===== config.mk =====
export PLATFORM = sky130hd
export DESIGN_NAME = load_store_unit
export DESIGN_NICKNAME = d
export VERILOG_FILES = /design/src/rtl/lsu_pkg.sv /design/src/rtl/load_extend.sv /design/src/rtl/load_store_unit.sv
export SDC_FILE = /design/constraint.sdc
export NUM_CORES = 1
export LEC_CHECK = 0
export ABC_AREA = 1
export BUFFER_PORTS_ARGS = -buffer_cell sky130_fd_sc_hd__buf_2
export CORE_AREA = 2 2 111 113
export DETAILED_ROUTE_END_ITERATION = 6
export DIE_AREA = 0 0 113 115
export PLACE_DENSITY = 0.79
export SLEW_MARGIN = 30
export SYNTH_ARGS = -nofsm -noshare
export SYNTH_HDL_FRONTEND = slang
export SYNTH_SLANG_ARGS = --single-unit

===== constraint.sdc =====
create_clock -name clk -period 3.7 [get_ports clk]
set_input_delay 0.555 -clock clk [delete_from_list [all_inputs] [get_ports clk]]
set_output_delay 0.555 -clock clk [all_outputs]
set_load 0.01 [all_outputs]

===== src/rtl/lsu_pkg.sv =====
// Shared types and helpers for the load/store unit: access sizes, FSM states,
// byte count and natural-alignment test.
package lsu_pkg;

  typedef enum logic [1:0] {
    SZ_BYTE   = 2'b00,
    SZ_HALF   = 2'b01,
    SZ_WORD   = 2'b10,
    SZ_DOUBLE = 2'b11
  } size_e;

  typedef enum logic [1:0] {
    IDLE   = 2'b00,
    ACCESS = 2'b01,
    SPLIT  = 2'b10,
    RESP   = 2'b11
  } state_e;

  function automatic logic [3:0] nbytes(input size_e size);
    return 4'd1 << size;
  endfunction

  // Only the low three address bits matter for sizes up to eight bytes.
  function automatic logic is_aligned(input logic [2:0] addr_lo, input size_e size);
    return ({1'b0, addr_lo} & (nbytes(size) - 4'd1)) == 4'd0;
  endfunction

endpackage


===== src/rtl/load_extend.sv =====
// Combinational load extension: keeps the low nbytes(size) bytes of data_in and
// sign- or zero-fills the rest; doubles pass through unchanged.
module load_extend
  import lsu_pkg::*;
#(
  parameter int DATA_WIDTH = 64
) (
  input  logic [DATA_WIDTH-1:0] data_in,
  input  size_e                 size,
  input  logic                  is_unsigned,
  output logic [DATA_WIDTH-1:0] data_out
);

  always_comb begin
    data_out = data_in;
    case (size)
      SZ_BYTE:   data_out = {{(DATA_WIDTH-8){~is_unsigned & data_in[7]}},   data_in[7:0]};
      SZ_HALF:   data_out = {{(DATA_WIDTH-16){~is_unsigned & data_in[15]}}, data_in[15:0]};
      SZ_WORD:   data_out = {{(DATA_WIDTH-32){~is_unsigned & data_in[31]}}, data_in[31:0]};
      default:   data_out = data_in;
    endcase
  end

endmodule


===== src/rtl/load_store_unit.sv =====
// Load/store sequencer: accept->rsp_valid is 2 cycles aligned, nbytes+1 split, 1 on error; rsp held until rsp_ready.
// LSU_MISALIGN_SPLIT_EN builds the byte-split path; otherwise misaligned requests return an error.
module load_store_unit
  import lsu_pkg::*;
#(
  parameter int DATA_WIDTH    = 64,
  parameter int ADDRESS_WIDTH = 6
) (
  input  logic                     clk,
  input  logic                     rst_n,
  input  logic                     req_valid,
  output logic                     req_ready,
  input  logic                     req_we,
  input  logic [1:0]               req_size,
  input  logic                     req_unsigned,
  input  logic [ADDRESS_WIDTH-1:0] req_addr,
  input  logic [DATA_WIDTH-1:0]    req_wdata,
  output logic                     rsp_valid,
  input  logic                     rsp_ready,
  output logic [DATA_WIDTH-1:0]    rsp_rdata,
  output logic                     rsp_err,
  output logic [ADDRESS_WIDTH-1:0] mem_address,
  output logic [DATA_WIDTH-1:0]    mem_write_data,
  output logic                     mem_memorywrite,
  output logic                     mem_memoryread,
  output logic [1:0]               mem_select,
  input  logic [DATA_WIDTH-1:0]    mem_read_data,
  input  logic                     mem_unalign
);

  localparam logic [ADDRESS_WIDTH:0] MEM_BYTES = {1'b1, {ADDRESS_WIDTH{1'b0}}};

  state_e                   state_q, state_d;
  logic                     we_q, we_d;
  size_e                    size_q, size_d;
  logic                     uns_q, uns_d;
  logic                     rsp_valid_q, rsp_valid_d;
  logic                     rsp_err_q, rsp_err_d;
  logic [DATA_WIDTH-1:0]    rsp_rdata_q, rsp_rdata_d;
  logic                     mem_rd_q, mem_rd_d;
  logic                     mem_wr_q, mem_wr_d;
  logic [ADDRESS_WIDTH-1:0] mem_addr_q, mem_addr_d;
  logic [1:0]               mem_sel_q, mem_sel_d;
  logic [DATA_WIDTH-1:0]    mem_wdata_q, mem_wdata_d;
  logic [DATA_WIDTH-1:0]    ext_in, ext_out;
  logic                     range_err, aligned;

  assign range_err = ({1'b0, req_addr} + (ADDRESS_WIDTH+1)'(nbytes(size_e'(req_size)))) > MEM_BYTES;
  assign aligned   = is_aligned(req_addr[2:0], size_e'(req_size));

`ifdef LSU_MISALIGN_SPLIT_EN
  logic [ADDRESS_WIDTH-1:0] addr_q, addr_d;
  logic [DATA_WIDTH-1:0]    wdata_q, wdata_d;
  logic [2:0]               cnt_q, cnt_d;
  logic [DATA_WIDTH-1:0]    asm_q, asm_d, asm_next;

  // Assembly with the byte returned this cycle merged in; the last byte is extended directly.
  always_comb begin
    asm_next = asm_q;
    asm_next[{cnt_q, 3'b000} +: 8] = mem_read_data[7:0];
  end
  assign ext_in = (state_q == SPLIT) ? asm_next : mem_read_data;
`else
  assign ext_in = mem_read_data;
`endif

  load_extend #(.DATA_WIDTH(DATA_WIDTH)) u_ext (
    .data_in     (ext_in),
    .size        (size_q),
    .is_unsigned (uns_q),
    .data_out    (ext_out)
  );

  always_comb begin
    state_d     = state_q;
    we_d        = we_q;
    size_d      = size_q;
    uns_d       = uns_q;
    rsp_valid_d = rsp_valid_q;
    rsp_err_d   = rsp_err_q;
    rsp_rdata_d = rsp_rdata_q;
    mem_rd_d    = 1'b0;
    mem_wr_d    = 1'b0;
    mem_addr_d  = '0;
    mem_sel_d   = 2'b00;
    mem_wdata_d = '0;
`ifdef LSU_MISALIGN_SPLIT_EN
    addr_d      = addr_q;
    wdata_d     = wdata_q;
    cnt_d       = cnt_q;
    asm_d       = asm_q;
`endif
    case (state_q)
      IDLE: if (req_valid) begin
        we_d        = req_we;
        size_d      = size_e'(req_size);
        uns_d       = req_unsigned;
        rsp_rdata_d = '0;
        rsp_err_d   = 1'b0;
        if (range_err) begin
          state_d     = RESP;
          rsp_valid_d = 1'b1;
          rsp_err_d   = 1'b1;
        end else if (aligned) begin
          state_d     = ACCESS;
          mem_addr_d  = req_addr;
          mem_sel_d   = req_size;
          mem_wdata_d = req_wdata;
          mem_rd_d    = ~req_we;
          mem_wr_d    = req_we;
        end else begin
`ifdef LSU_MISALIGN_SPLIT_EN
          state_d     = SPLIT;
          addr_d      = req_addr;
          wdata_d     = req_wdata;
          cnt_d       = 3'd0;
          asm_d       = '0;
          mem_addr_d  = req_addr;
          mem_wdata_d = DATA_WIDTH'(req_wdata[7:0]);
          mem_rd_d    = ~req_we;
          mem_wr_d    = req_we;
`else
          state_d     = RESP;
          rsp_valid_d = 1'b1;
          rsp_err_d   = 1'b1;
`endif
        end
      end
      ACCESS: begin
        state_d     = RESP;
        rsp_valid_d = 1'b1;
        rsp_err_d   = mem_unalign;
        rsp_rdata_d = (we_q || mem_unalign) ? '0 : ext_out;
      end
`ifdef LSU_MISALIGN_SPLIT_EN
      SPLIT: begin
        if ({1'b0, cnt_q} == nbytes(size_q) - 4'd1) begin
          state_d     = RESP;
          rsp_valid_d = 1'b1;
          rsp_rdata_d = we_q ? '0 : ext_out;
        end else begin
          cnt_d       = cnt_q + 3'd1;
          asm_d       = asm_next;
          mem_addr_d  = addr_q + ADDRESS_WIDTH'(cnt_d);
          mem_wdata_d = DATA_WIDTH'(wdata_q[{cnt_d, 3'b000} +: 8]);
          mem_rd_d    = ~we_q;
          mem_wr_d    = we_q;
        end
      end
`endif
      RESP: if (rsp_ready) begin
        state_d     = IDLE;
        rsp_valid_d = 1'b0;
        rsp_err_d   = 1'b0;
        rsp_rdata_d = '0;
      end
      default: state_d = IDLE;
    endcase
  end

  always_ff @(posedge clk) begin
    if (!rst_n) begin
      state_q     <= IDLE;
      we_q        <= 1'b0;
      size_q      <= SZ_BYTE;
      uns_q       <= 1'b0;
      rsp_valid_q <= 1'b0;
      rsp_err_q   <= 1'b0;
      rsp_rdata_q <= '0;
      mem_rd_q    <= 1'b0;
      mem_wr_q    <= 1'b0;
      mem_addr_q  <= '0;
      mem_sel_q   <= 2'b00;
      mem_wdata_q <= '0;
`ifdef LSU_MISALIGN_SPLIT_EN
      addr_q      <= '0;
      wdata_q     <= '0;
      cnt_q       <= 3'd0;
      asm_q       <= '0;
`endif
    end else begin
      state_q     <= state_d;
      we_q        <= we_d;
      size_q      <= size_d;
      uns_q       <= uns_d;
      rsp_valid_q <= rsp_valid_d;
      rsp_err_q   <= rsp_err_d;
      rsp_rdata_q <= rsp_rdata_d;
      mem_rd_q    <= mem_rd_d;
      mem_wr_q    <= mem_wr_d;
      mem_addr_q  <= mem_addr_d;
      mem_sel_q   <= mem_sel_d;
      mem_wdata_q <= mem_wdata_d;
`ifdef LSU_MISALIGN_SPLIT_EN
      addr_q      <= addr_d;
      wdata_q     <= wdata_d;
      cnt_q       <= cnt_d;
      asm_q       <= asm_d;
`endif
    end
  end

  assign req_ready       = (state_q == IDLE);
  assign rsp_valid       = rsp_valid_q;
  assign rsp_err         = rsp_err_q;
  assign rsp_rdata       = rsp_rdata_q;
  assign mem_memoryread  = mem_rd_q;
  assign mem_memorywrite = mem_wr_q;
  assign mem_address     = mem_addr_q;
  assign mem_select      = mem_sel_q;
  assign mem_write_data  = mem_wdata_q;

endmodule


After elaboration in Yosys (flattened, before gate mapping) --
Cells that the tools add are included.
Word-level totals: bits of input ports 143, output and inout port bits 141, logic and storage cells 62, register bits 146
Operators by class: reductions and logical operators 10, equal/unequal tests 7, muxes and demuxes 19, bitwise logic cells 10, $lt $le $gt $ge 1, add/sub/neg operators 2, shift operators 1
Operators with widths (number):
- $pmux 64 s3 | 2
- $mux 64 | 3
- $mux 2 | 4
- $add 6x4->7 | 1
- $gt 7x7->1 const B | 1
- $mux 1 | 7
- $not 1->1 | 6
- $pmux 1 s3 | 2
- $pmux 2 s3 | 1
- $reduce_or 5->1 | 1
- $and 3x4->4 | 1
- $eq 2x1->1 const B | 2
- $eq 2x2->1 const B | 2
- $logic_not 2->1 | 2
- $logic_not 4->1 | 1
- $ne 2x2->1 const B | 2
- $reduce_and 2->1 | 2
- $reduce_and 4->1 | 1
- $shl 1x2->4 const A | 1
- $sub 4x1->4 const B | 1
- $and 1x1->1 | 3
- $ne 3x3->1 const B | 1
- $reduce_and 3->1 | 1
- $reduce_bool 3->1 | 1
- $logic_or 1x1->1 | 1

Depth between registers and ports, before layout --
Gate-level depths: netlist (run 1).
depth in word-level cells 8, depth in mapped cells 14, depth with buffers taken out 13

Modules after synthesis --
From an unflattened synthesis (run 1), not the netlist that was laid out.
Second synthesis, totals: cells, all modules 746, area total of the unflattened synthesis 5859.4 um2
By module, submodules not included:
- load_store_unit | instances 1, cells an instance 591, sequential area each 2922.8 um2, area each 4949.7 um2
- load_extend | instances 1, cells an instance 155, sequential area each 0.0 um2, area each 909.6 um2

Worst setup path before layout (run 1) --
OpenSTA, ideal clock, no wires.
path type in2reg, start input req_size[0], end register mem_addr_q[5] (netlist: mem_address[5]), data arrival time 2.179 ns, setup slack 1.456 ns, stages 12, library setup time 0.064 ns, data required time 3.636 ns, path buffers 2, cells stage by stage nor2_1 ha_1 inv_1 fa_1 nand3_1 nor2_1 nand3_1 nand2_1 nand4_1 buf_2 buf_2 nor2_1
Between the ends: longest elaborated chain between the ends 6, elaborated cells on any way between the ends 8, classes of those cells 2 x add/sub; 1 x order compare; 1 x shift; 2 x bitwise; 2 x reduce/logical
RTL lines:
- start: declaration | RTL line load_store_unit.sv:14 | input logic [1:0] req_size,
- $shl 1x2->4 * | RTL line lsu_pkg.sv:20 | return 4'd1 << size;
- parallel branches: the longest is 4 deep, another holds $add 6x4->7
- $reduce_or 5->1 (no source line) *
- end signal: assignment | RTL line load_store_unit.sv:191 | mem_addr_q <= mem_addr_d;
- end: declaration | RTL line load_store_unit.sv:42 | logic [ADDRESS_WIDTH-1:0] mem_addr_q, mem_addr_d;
Mark *: on every way between the ends. A chain may end at the register's enable or synchronous reset.

Worst setup path in the final report (run 1) --
start input req_size[0], end register mem_wdata_q[16] (netlist: mem_write_data[16])
Between the ends: longest elaborated chain between the ends 6, elaborated cells on any way between the ends 8, classes of those cells 2 x add/sub; 1 x order compare; 1 x shift; 2 x bitwise; 2 x reduce/logical
RTL lines:
- $shl 1x2->4 * | RTL line lsu_pkg.sv:20
- parallel branches: the longest is 4 deep, another holds $add 6x4->7
- $reduce_or 5->1 (no source line) *
- end signal: assignment | RTL line load_store_unit.sv:193 | mem_wdata_q <= mem_wdata_d;
- end: declaration | RTL line load_store_unit.sv:44 | logic [DATA_WIDTH-1:0] mem_wdata_q, mem_wdata_d;
Marked as above.

==> flow_metrics.env, run 1 <==
export IMPL_status="finished, violations left"
export IMPL_violations="DRC"
export IMPL_final_common_cell="buf_2"
export IMPL_cts_htree_levels=4
export IMPL_skew_ps=5.70
export IMPL_dp_cells=1057
export IMPL_wl_met2_um=6810
export IMPL_worstSetupEndpoint="mem_write_data[16]"
export IMPL_diodes=0
export IMPL_final_cell_count_no_fill=1089
export IMPL_path_clk_slew_ps=60
export IMPL_drt_total_wl_um=14300
export IMPL_globalplace_congestion=0.860
export IMPL_drive_above_1_share=0.345
export IMPL_final_cell_mix="buf_2 (283), nand2_1 (158), dfxtp_1 (146), inv_1 (89), nor2_1 (83)"
export IMPL_die_h_um=115
export IMPL_reg2reg_slack_ps=1330
export IMPL_worstHoldPathType="input pin to register"
export IMPL_peakVddDrop_uv=420
export IMPL_track_usage=0.211
export IMPL_postCtsSetupBuffers=0
export IMPL_crit_path_start="req_size[0]"
export IMPL_tightest_slew_ps=770
export IMPL_io_buffers=283
export IMPL_setup_tns_final_ps=0
export IMPL_clock_root_buffer="clkbuf_16"
export IMPL_dpl_hpwl_um=10300
export IMPL_min_from="req_we"
export IMPL_die_area_mm2=0.0130
export IMPL_rows=40
export IMPL_crit_path_end_kind="register"
export IMPL_ctsHoldBuffers=0
export IMPL_netlist_area_leader_share=0.564
export IMPL_clockBufferDepth=2
export IMPL_final_area_mm2=0.00723
export IMPL_area_growth_pct=39.5
export IMPL_overflow=0
export IMPL_yosysWarnings=0
export IMPL_synth_cells=660
export IMPL_yosysSeqAreaShare=0.564
export IMPL_worst_setup_path_start_kind="input pin"
export IMPL_cts_inserted_buffers=17
export IMPL_synth_cell_types=21
export IMPL_finalSetupViolCount=0
export IMPL_wl_met3_um=1560
export IMPL_arrival_ps=2720
export IMPL_syn_nets=809
export IMPL_drt_iter0_drc=347
export IMPL_grt_max_degree=70
export IMPL_wl_met1_um=5630
export IMPL_initial_core_util=0.439
export IMPL_coreArea_mm2=0.0118
export IMPL_slew_viol_final=0
export IMPL_power_density_mw_per_mm2=526
export IMPL_cts_sinks=146
export IMPL_top_layer="met4"
export IMPL_cts_resized_gates=0
export IMPL_antenna_found_initial=0
export IMPL_ios=284
export IMPL_worstPathRequired_ps=4040
export IMPL_maxCapViolations=0
export IMPL_cp_max_fo=69
export IMPL_grt_pass1_vias=4548
export IMPL_synth_area_mm2=0.00518
export IMPL_yosysTopAreaCell="dfxtp_1"
export IMPL_timing_slew_headroom=0.486
export IMPL_fmax_ghz=0.421
export IMPL_tritoncts="done"
export IMPL_fin_crit_sh=0.642
export IMPL_hold_viol=0
export IMPL_dpl_instance_area_mm2=0.00663
export IMPL_synth_area_leaders="dfxtp_1 (56%), nand2_1 (11%), a21oi_1 (7.4%)"
export IMPL_die_width_um=113
export IMPL_drc=20
export IMPL_synth_seq_cells=146
export IMPL_vias=5006
export IMPL_nNetsFinal=1078
export IMPL_ant_nets=0
export IMPL_r2r_end="rsp_rdata[62]"
export IMPL_via_per_inst=4.60
export IMPL_setup_worst_path_class="input pin to register"
export IMPL_rr_startpoint="size_q[1]"
export IMPL_period_needed_ps=2380
export IMPL_syn_area_per_cell_um2=7.86
export IMPL_reg2reg_depth=6
export IMPL_route_detailed_wl_per_inst_um=13.2
export IMPL_power_leakage_nw=3.92
export IMPL_clk_latency_ps=410
export IMPL_grt_pass1_wl_um=21500
export IMPL_dr_pass1_iters=7
export IMPL_grt_setup_unrepaired="no"
-- cell type report --
class | count | area [um2]
Clock inverter | 8 | 100
Timing Repair Buffer | 287 | 1460
Fill cell | 1091 | 4580
Multi-Input combinational cell | 384 | 1710
Sequential cell | 146 | 2920
Tap cell | 147 | 184
Inverter | 93 | 354
Clock buffer | 24 | 502
-- flip-flops by register name, indices dropped and copies added (netlist names) --
signal / count
mem_write_data: 64
state_q: 2
mem_memorywrite: 1
uns_q: 1
size_q: 2
we_q: 1
rsp_rdata: 64
mem_select: 2
mem_memoryread: 1
rsp_valid: 1
rsp_err: 1
mem_address: 6
-- worst max-delay path, cell delays in order --
cell and delay [ps]:
buf_2 130, nor2_1 140, ha_1 210, inv_1 70, fa_1 490, nand3_1 70
nor2_1 100, nand3_1 80, nand2_1 90, nand4_1 290, buf_12 320, nor2_1 140
-- through the flow --
stage | util | power (W) | hold slack [ps] | worst slack [ps]
after floorplan | - | 0.00196 | 484 | 1460
after detailed placement | 0.562 | 0.00214 | 452 | 942
after global placement | 0.561 | 0.00213 | 445 | 1000
final | 0.613 | 0.00380 | 310 | 1320
after CTS | 0.613 | 0.00385 | 290 | 1300
after global routing | 0.613 | 0.00396 | 305 | 1100
-- logic make-up (layout without fill, tap and decap cells) --
family	Yosys count	after routing	synth area share
AND/OR/NAND/NOR	252	252	0.189
buffers and inverters	130	412	0.106
adder cells (fa/ha/maj)	6	6	0.0159
flip-flops	146	146	0.564
AO/OA/AOI/OAI	126	126	0.125
-- power by group --
group,switching (W),total [W],internal [W]
clock,0.000624,0.00171,0.00108
combinational,0.000272,0.000437,0.000165
sequential,0.0000312,0.00166,0.00163
total,0.000927,0.00380,0.00288
-- per-layer routing --
layer	global-route usage	up-vias
met3	0.0907	25
li1	-	2561
met4	0.0911	0
met2	0.360	221
met1	0.232	2199
met5	0	-
-- synth_stat cells --
master and n:
nor2_4 1, nand3_4 1, a21oi_4 1, clkbuf_1 17
o21ai_0 16, dfxtp_1 146, buf_2 13, inv_2 1
inv_1 92, o21ai_1 29, nand3_1 8, buf_6 6
nand4_1 1, buf_1 1, fa_1 1, nand2_1 158
a21oi_1 77, nor2_1 83, ha_1 5, o21a_1 2
o21ai_2 1
-- worst min path at each step --
stage | end | slack, ps | cells past startpoint
CTS | mem_memoryread | 290 | 2
floorplan | rsp_rdata[10] | 480 | 2
global placement | rsp_rdata[7] | 450 | 2
detailed placement | rsp_rdata[6] | 450 | 2
finish | mem_memoryread | 310 | 2
global route | mem_memoryread | 310 | 2
Note: power is estimated with default switching activity, not from simulation.
==> run 2, diff against run 1 <==
Settings changed: CORE_AREA 2 2 111 113 to default, CORE_MARGIN from default to 1.5, CORE_UTILIZATION from default to 40, DIE_AREA 0 0 113 115 to default, PLACE_DENSITY 0.79 to 0.76.
Clock period 3.7 ns to 2 ns, I/O delays scaled along.
==> run 2 against run 1 <==
Against the previous run: the flow now finishes without violations; critical path depth grew 1; worst setup slack lost 1100 ps; via count grew 1.4%; design area grew 2.8%; sequential share of layout area shrank 1.1 points; sequential power grew 85%; power grew 88%; clock power grew 88%; highest routed layer unchanged.
==> flow_metrics.env, run 2 (same netlist as run 1, synthesis figures left out) <==
export IMPL_wl_met3_um=1410
export IMPL_drt_total_wl_um=14600
export IMPL_clockBufferDepth=2
export IMPL_io_buffers=283
export IMPL_fill_cells=1171
export IMPL_overflow=0
export IMPL_dp_cells=1096
export IMPL_grt_pass1_wl_um=20400
export IMPL_cts_htree_levels=4
export IMPL_diodes=0
export IMPL_wl_met1_um=5950
export IMPL_power_leakage_nw=4.01
export IMPL_final_common_cell="buf_2"
export IMPL_worstHoldPathType="input pin to register"
export IMPL_setup_worst_path_class="input pin to register"
export IMPL_initial_core_util=0.411
export IMPL_route_detailed_wl_per_inst_um=12.9
export IMPL_dpl_instance_area_mm2=0.00679
export IMPL_nNetsFinal=1095
export IMPL_worst_setup_path_start_kind="input pin"
export IMPL_via_per_inst=4.49
export IMPL_ctsHoldBuffers=0
export IMPL_finalSetupViolCount=0
export IMPL_final_cell_count_no_fill=1131
export IMPL_dr_pass1_iters=4
export IMPL_hold_viol=0
export IMPL_status="completed"
export IMPL_fin_crit_sh=0.906
export IMPL_drive_above_1_share=0.355
export IMPL_slew_viol_final=0
export IMPL_track_usage=0.197
export IMPL_clk_latency_ps=410
export IMPL_grt_setup_unrepaired="no"
export IMPL_cp_max_fo=37
export IMPL_fmax_ghz=0.552
export IMPL_tightest_slew_ps=432
export IMPL_die_area_mm2=0.0137
export IMPL_wl_met2_um=7090
export IMPL_cts_sinks=146
export IMPL_coreArea_mm2=0.0126
export IMPL_antenna_found_initial=0
export IMPL_die_h_um=117
export IMPL_drt_iter0_drc=267
export IMPL_hold_slack_ps=55.0
export IMPL_peakVddDrop_uv=588
export IMPL_dpl_hpwl_um=10200
export IMPL_final_util=0.589
export IMPL_top_layer="met4"
export IMPL_rows=41
export IMPL_area_growth_pct=43.5
export IMPL_final_cell_mix="buf_2 (283), nand2_1 (158), dfxtp_1 (146), inv_1 (90), nor2_1 (82)"
export IMPL_final_area_mm2=0.00744
export IMPL_maxCapViolations=0
export IMPL_worstPathRequired_ps=2300
export IMPL_globalplace_congestion=0.810
export IMPL_ant_nets=0
export IMPL_grt_max_degree=75
export IMPL_cts_inserted_buffers=17
export IMPL_period_needed_ps=1810
export IMPL_skew_ps=5.12
export IMPL_clock_root_buffer="clkbuf_16"
export IMPL_drc=0
export IMPL_grt_pass1_vias=4404
export IMPL_power_density_mw_per_mm2=963
export IMPL_crit_path_end_kind="register"
export IMPL_ios=284
export IMPL_arrival_ps=2120
export IMPL_vias=5074
export IMPL_tritoncts="done"
export IMPL_timing_slew_headroom=0.711
export IMPL_path_clk_slew_ps=60
export IMPL_die_width_um=117
## run 2: cell types whose count changed in the layout (fill, tap and decap cells not counted), moves of 2 or more
cell        before  now
inv_4            2    0
buf_4            3   16
clkbuf_1         2    4
clkinv_2         3    1
clkbuf_8         5    3
clkinvlp_4       1    3
## run 2: report_power, final
group          switching (W)  internal (W)  total, W
sequential         0.0000572       0.00302   0.00307
combinational       0.000517      0.000349  0.000865
clock                0.00116       0.00206   0.00322
total                0.00174       0.00543   0.00716
## run 2: what timing repair did
action,CTS,global route
resized for setup,0,3
setup buffers,0,1
endpoints found under the setup margin,0,3
## run 2: final timing paths
kind | end | depth (start not counted) | startpoint | slack (ps)
worst max-delay path | mem_write_data[33] | 13 | req_size[0] | 190
worst min-delay path | mem_memoryread | 2 | req_we | 60
worst max register to register | rsp_rdata[60] | 6 | size_q[1] | 360
worst min register to register | rsp_rdata[8] | 2 | rsp_rdata[8] | 460
## run 2: worst max-delay path: stages
cell	delay (ps)
buf_2	130
nor2_2	130
ha_1	180
inv_1	50
fa_1	370
inv_1	80
nand3_1	60
a21oi_1	160
nand2_1	90
nand4_1	80
buf_4	160
buf_8	250
nor2_1	70
## run 2: final cells by class
cell class / count / area, um2 / area share
Multi-Input combinational cell: 384 / 1720 / 0.231
Tap cell: 172 / 215 / 0.0289
Clock buffer: 24 / 482 / 0.0648
Sequential cell: 146 / 2920 / 0.393
Inverter: 93 / 349 / 0.0469
Timing Repair Buffer: 304 / 1630 / 0.219
Clock inverter: 8 / 126 / 0.0170
## run 2: layer usage
layer / vias to the layer above / global-route usage
met3: 13 / 0.0778
met2: 206 / 0.345
li1: 2589 / -
met5: - / 0
met4: 0 / 0.0803
met1: 2266 / 0.213
## run 2: through the flow
step / power (W) / TNS [ps] / worst slack (ps)
finish: 0.00716 / 0 / 188
global route: 0.00748 / 0 / 29.0
detailed placement: 0.00399 / -17000 / -252
CTS: 0.00722 / 0 / 186
floorplan: 0.00362 / 0 / 11.4
global placement: 0.00398 / -11400 / -160
==> run 3, diff against run 2 <==
Settings changed: ABC_AREA 1 to default.
==> run 3 against run 2 <==
Against the previous run: via count is 7.2% lower; maximum frequency is 8.8% lower; combinational power is 20% lower; synthesized cell count fell by 19%; die area down 2.7%; power fell by 0.45%; sequential power about the same; hold slack improved by 22 ps.
==> flow_metrics.env, run 3 <==
export IMPL_status="completed"
export IMPL_cts_sinks=146
export IMPL_pwr_share_clk=0.476
export IMPL_worstHoldPathType="input pin to register"
export IMPL_register_area_mm2=0.00292
export IMPL_skew_ps=11.2
export IMPL_yosysWarnings=0
export IMPL_intPower_w=0.00546
export IMPL_dr_pass1_iters=7
export IMPL_p_sw_frac=0.235
export IMPL_fill_cells=1050
export IMPL_yosysTopAreaCell="dfxtp_1"
export IMPL_power_net_switching_w=0.00167
export IMPL_gr_max_usage_layer="met2"
export IMPL_ys_flop_type="dfxtp_1"
export IMPL_grt_pass1_vias=4266
export IMPL_vias=4709
export IMPL_syn_nets=686
export IMPL_syn_area_per_cell_um2=9.39
export IMPL_io_buffers=283
export IMPL_synth_edf_count=0
export IMPL_rows=40
export IMPL_synth_cells=537
export IMPL_timing_slew_headroom=0.360
export IMPL_synth_area_mm2=0.00504
export IMPL_synth_xor_area_frac=0.00174
export IMPL_dpl_hpwl_um=10100
export IMPL_yosysSeqAreaShare=0.580
export IMPL_power_leakage_nw=3.62
export IMPL_tightest_slew_ps=952
export IMPL_synthAdderAreaFrac=0.0164
export IMPL_arrival_ps=2290
export IMPL_synthArstFlopShare=0
export IMPL_initial_core_util=0.415
export IMPL_period_needed_ps=1990
export IMPL_met3_usage=0.0875
export IMPL_worst_setup_path_start_kind="input pin"
export IMPL_synth_cell_types=38
export IMPL_synthMuxAreaShare=0.00993
export IMPL_fmax_ghz=0.503
export IMPL_synth_area_leaders="dfxtp_1 (58%), and2_1 (9.3%), a21oi_1 (8.4%)"
export IMPL_clockBufferDepth=2
export IMPL_ios=284
export IMPL_synth_common_cells="dfxtp_1 (146), a21oi_1 (85), and2_1 (75)"
export IMPL_power_density_mw_per_mm2=960
export IMPL_netlist_area_leader_share=0.580
export IMPL_tritoncts="done"
export IMPL_drt_iter0_drc=261
export IMPL_die_h_um=115
export IMPL_die_width_um=115
export IMPL_globalplace_congestion=0.799
export IMPL_grt_pass1_wl_um=20800
export IMPL_p_seq_frac=0.427
export IMPL_dpl_instance_area_mm2=0.00664
export IMPL_finalSetupViolCount=0
export IMPL_final_common_cell="buf_2"
export IMPL_maxCapViolations=0
export IMPL_grt_use_met1=0.227
export IMPL_cts_htree_levels=4
export IMPL_slew_viol_final=0
export IMPL_multi_input_area_mm2=0.00195
export IMPL_via_per_inst=4.69
export IMPL_hold_viol=0
export IMPL_route_detailed_wl_per_inst_um=14.4
export IMPL_overflow=0
export IMPL_p_comb_frac=0.097
export IMPL_antenna_found_initial=1
export IMPL_drt_total_wl_um=14500
export IMPL_drc=0
export IMPL_setup_worst_path_class="input pin to register"
export IMPL_crit_path_end_kind="register"
export IMPL_grt_max_degree=53
export IMPL_path_clk_slew_ps=60
export IMPL_use_met2=0.358
export IMPL_clock_root_buffer="clkbuf_16"
export IMPL_coreArea_mm2=0.0122
export IMPL_final_area_mm2=0.00743
export IMPL_fin_crit_sh=0.994
export IMPL_final_util=0.611
export IMPL_synth_most_common_cell="dfxtp_1"
export IMPL_yosys_area_share_simple=0.186
export IMPL_track_usage=0.206
export IMPL_drive_above_1_share=0.432
export IMPL_synth_compound_area_frac=0.157
export IMPL_synth_seq_cells=146
export IMPL_synth_top_family_by_area="simple AND/OR/NAND/NOR gates"
export IMPL_ant_nets=0
export IMPL_peakVddDrop_uv=632
export IMPL_ctsHoldBuffers=0
export IMPL_die_area_mm2=0.0133
export IMPL_area_growth_pct=47.4
export IMPL_cts_inserted_buffers=17
export IMPL_cp_max_fo=14
export IMPL_clk_latency_ps=420
export IMPL_final_cell_mix="buf_2 (282), dfxtp_1 (146), a21oi_1 (84), and2_1 (63), nand2_1 (51)"
export IMPL_nNetsFinal=971
export IMPL_worstPathRequired_ps=2300
export IMPL_grt_setup_unrepaired="yes"
-- run 3: power groups by stage --
stage | clock, W | sequential [W] | combinational [W]
global placement | 0 | 0.00311 | 0.000651
finish | 0.00340 | 0.00305 | 0.000689
floorplan | 0 | 0.00314 | 0.000307
global route | 0.00362 | 0.00306 | 0.000758
detailed placement | 0 | 0.00311 | 0.000657
CTS | 0.00346 | 0.00305 | 0.000669
-- run 3: stage by stage --
step	hold WS [ps]	setup slack (ps)	power [W]	setup TNS (ps)	instances
final	77.4	12.5	0.00713	0	1004
after global routing	54.5	-34.9	0.00743	-601	1004
after CTS	62.8	0.962	0.00717	0	1000
after detailed placement	440	-469	0.00377	-33050	967
after global placement	436	-398	0.00376	-28980	967
after floorplan	372	-215	0.00345	-14230	537
-- run 3: area by class of cell --
type,count,share of cell area
clock buffer,18,0.0591
inverter,8,0.00404
tap,168,0.0283
antenna,1,0.000337
clock inverter,14,0.0273
multi-input combinational,343,0.262
timing repair buffer,306,0.226
sequential,146,0.393
-- run 3: logic make-up after synthesis --
group           count (synthesis)
compound gates                145
xor+xnor                        1
flops                         146
simple gates                  186
mux                             5
buf+inv                        48
fa+ha+maj                       6
-- run 3: layer usage --
metal  routed length, um  vias to the layer above
li1                    -                     2347
met4                 118                        0
met3                1220                        8
met5                   0                        -
met1                5700                     2157
met2                7460                      197
-- run 3: worst max-delay path, cell delays in order --
cell	delay [ps]
buf_2	120
nor2_4	110
ha_4	150
inv_2	30
fa_2	360
nor2b_2	150
o31ai_2	70
or3b_1	370
and4bb_4	280
clkbuf_16	190
and2_1	150
-- run 3: path summary, 6_finish.rpt --
kind	slack (ps)	endpoint	from	depth (start not counted)
setup / recovery	10	mem_write_data[16]	req_size[0]	11
hold / removal	80	mem_write_data[32]	req_wdata[32]	2
setup reg to reg	200	rsp_rdata[3]	state_q[1]	5
hold reg to reg	440	rsp_rdata[53]	rsp_rdata[53]	2
-- run 3: repair_timing --
item	CTS	global route
pin swaps	0	3
resized for setup	2	19
setup buffers	0	1
setup endpoints to repair	44	74
gates cloned	1	2
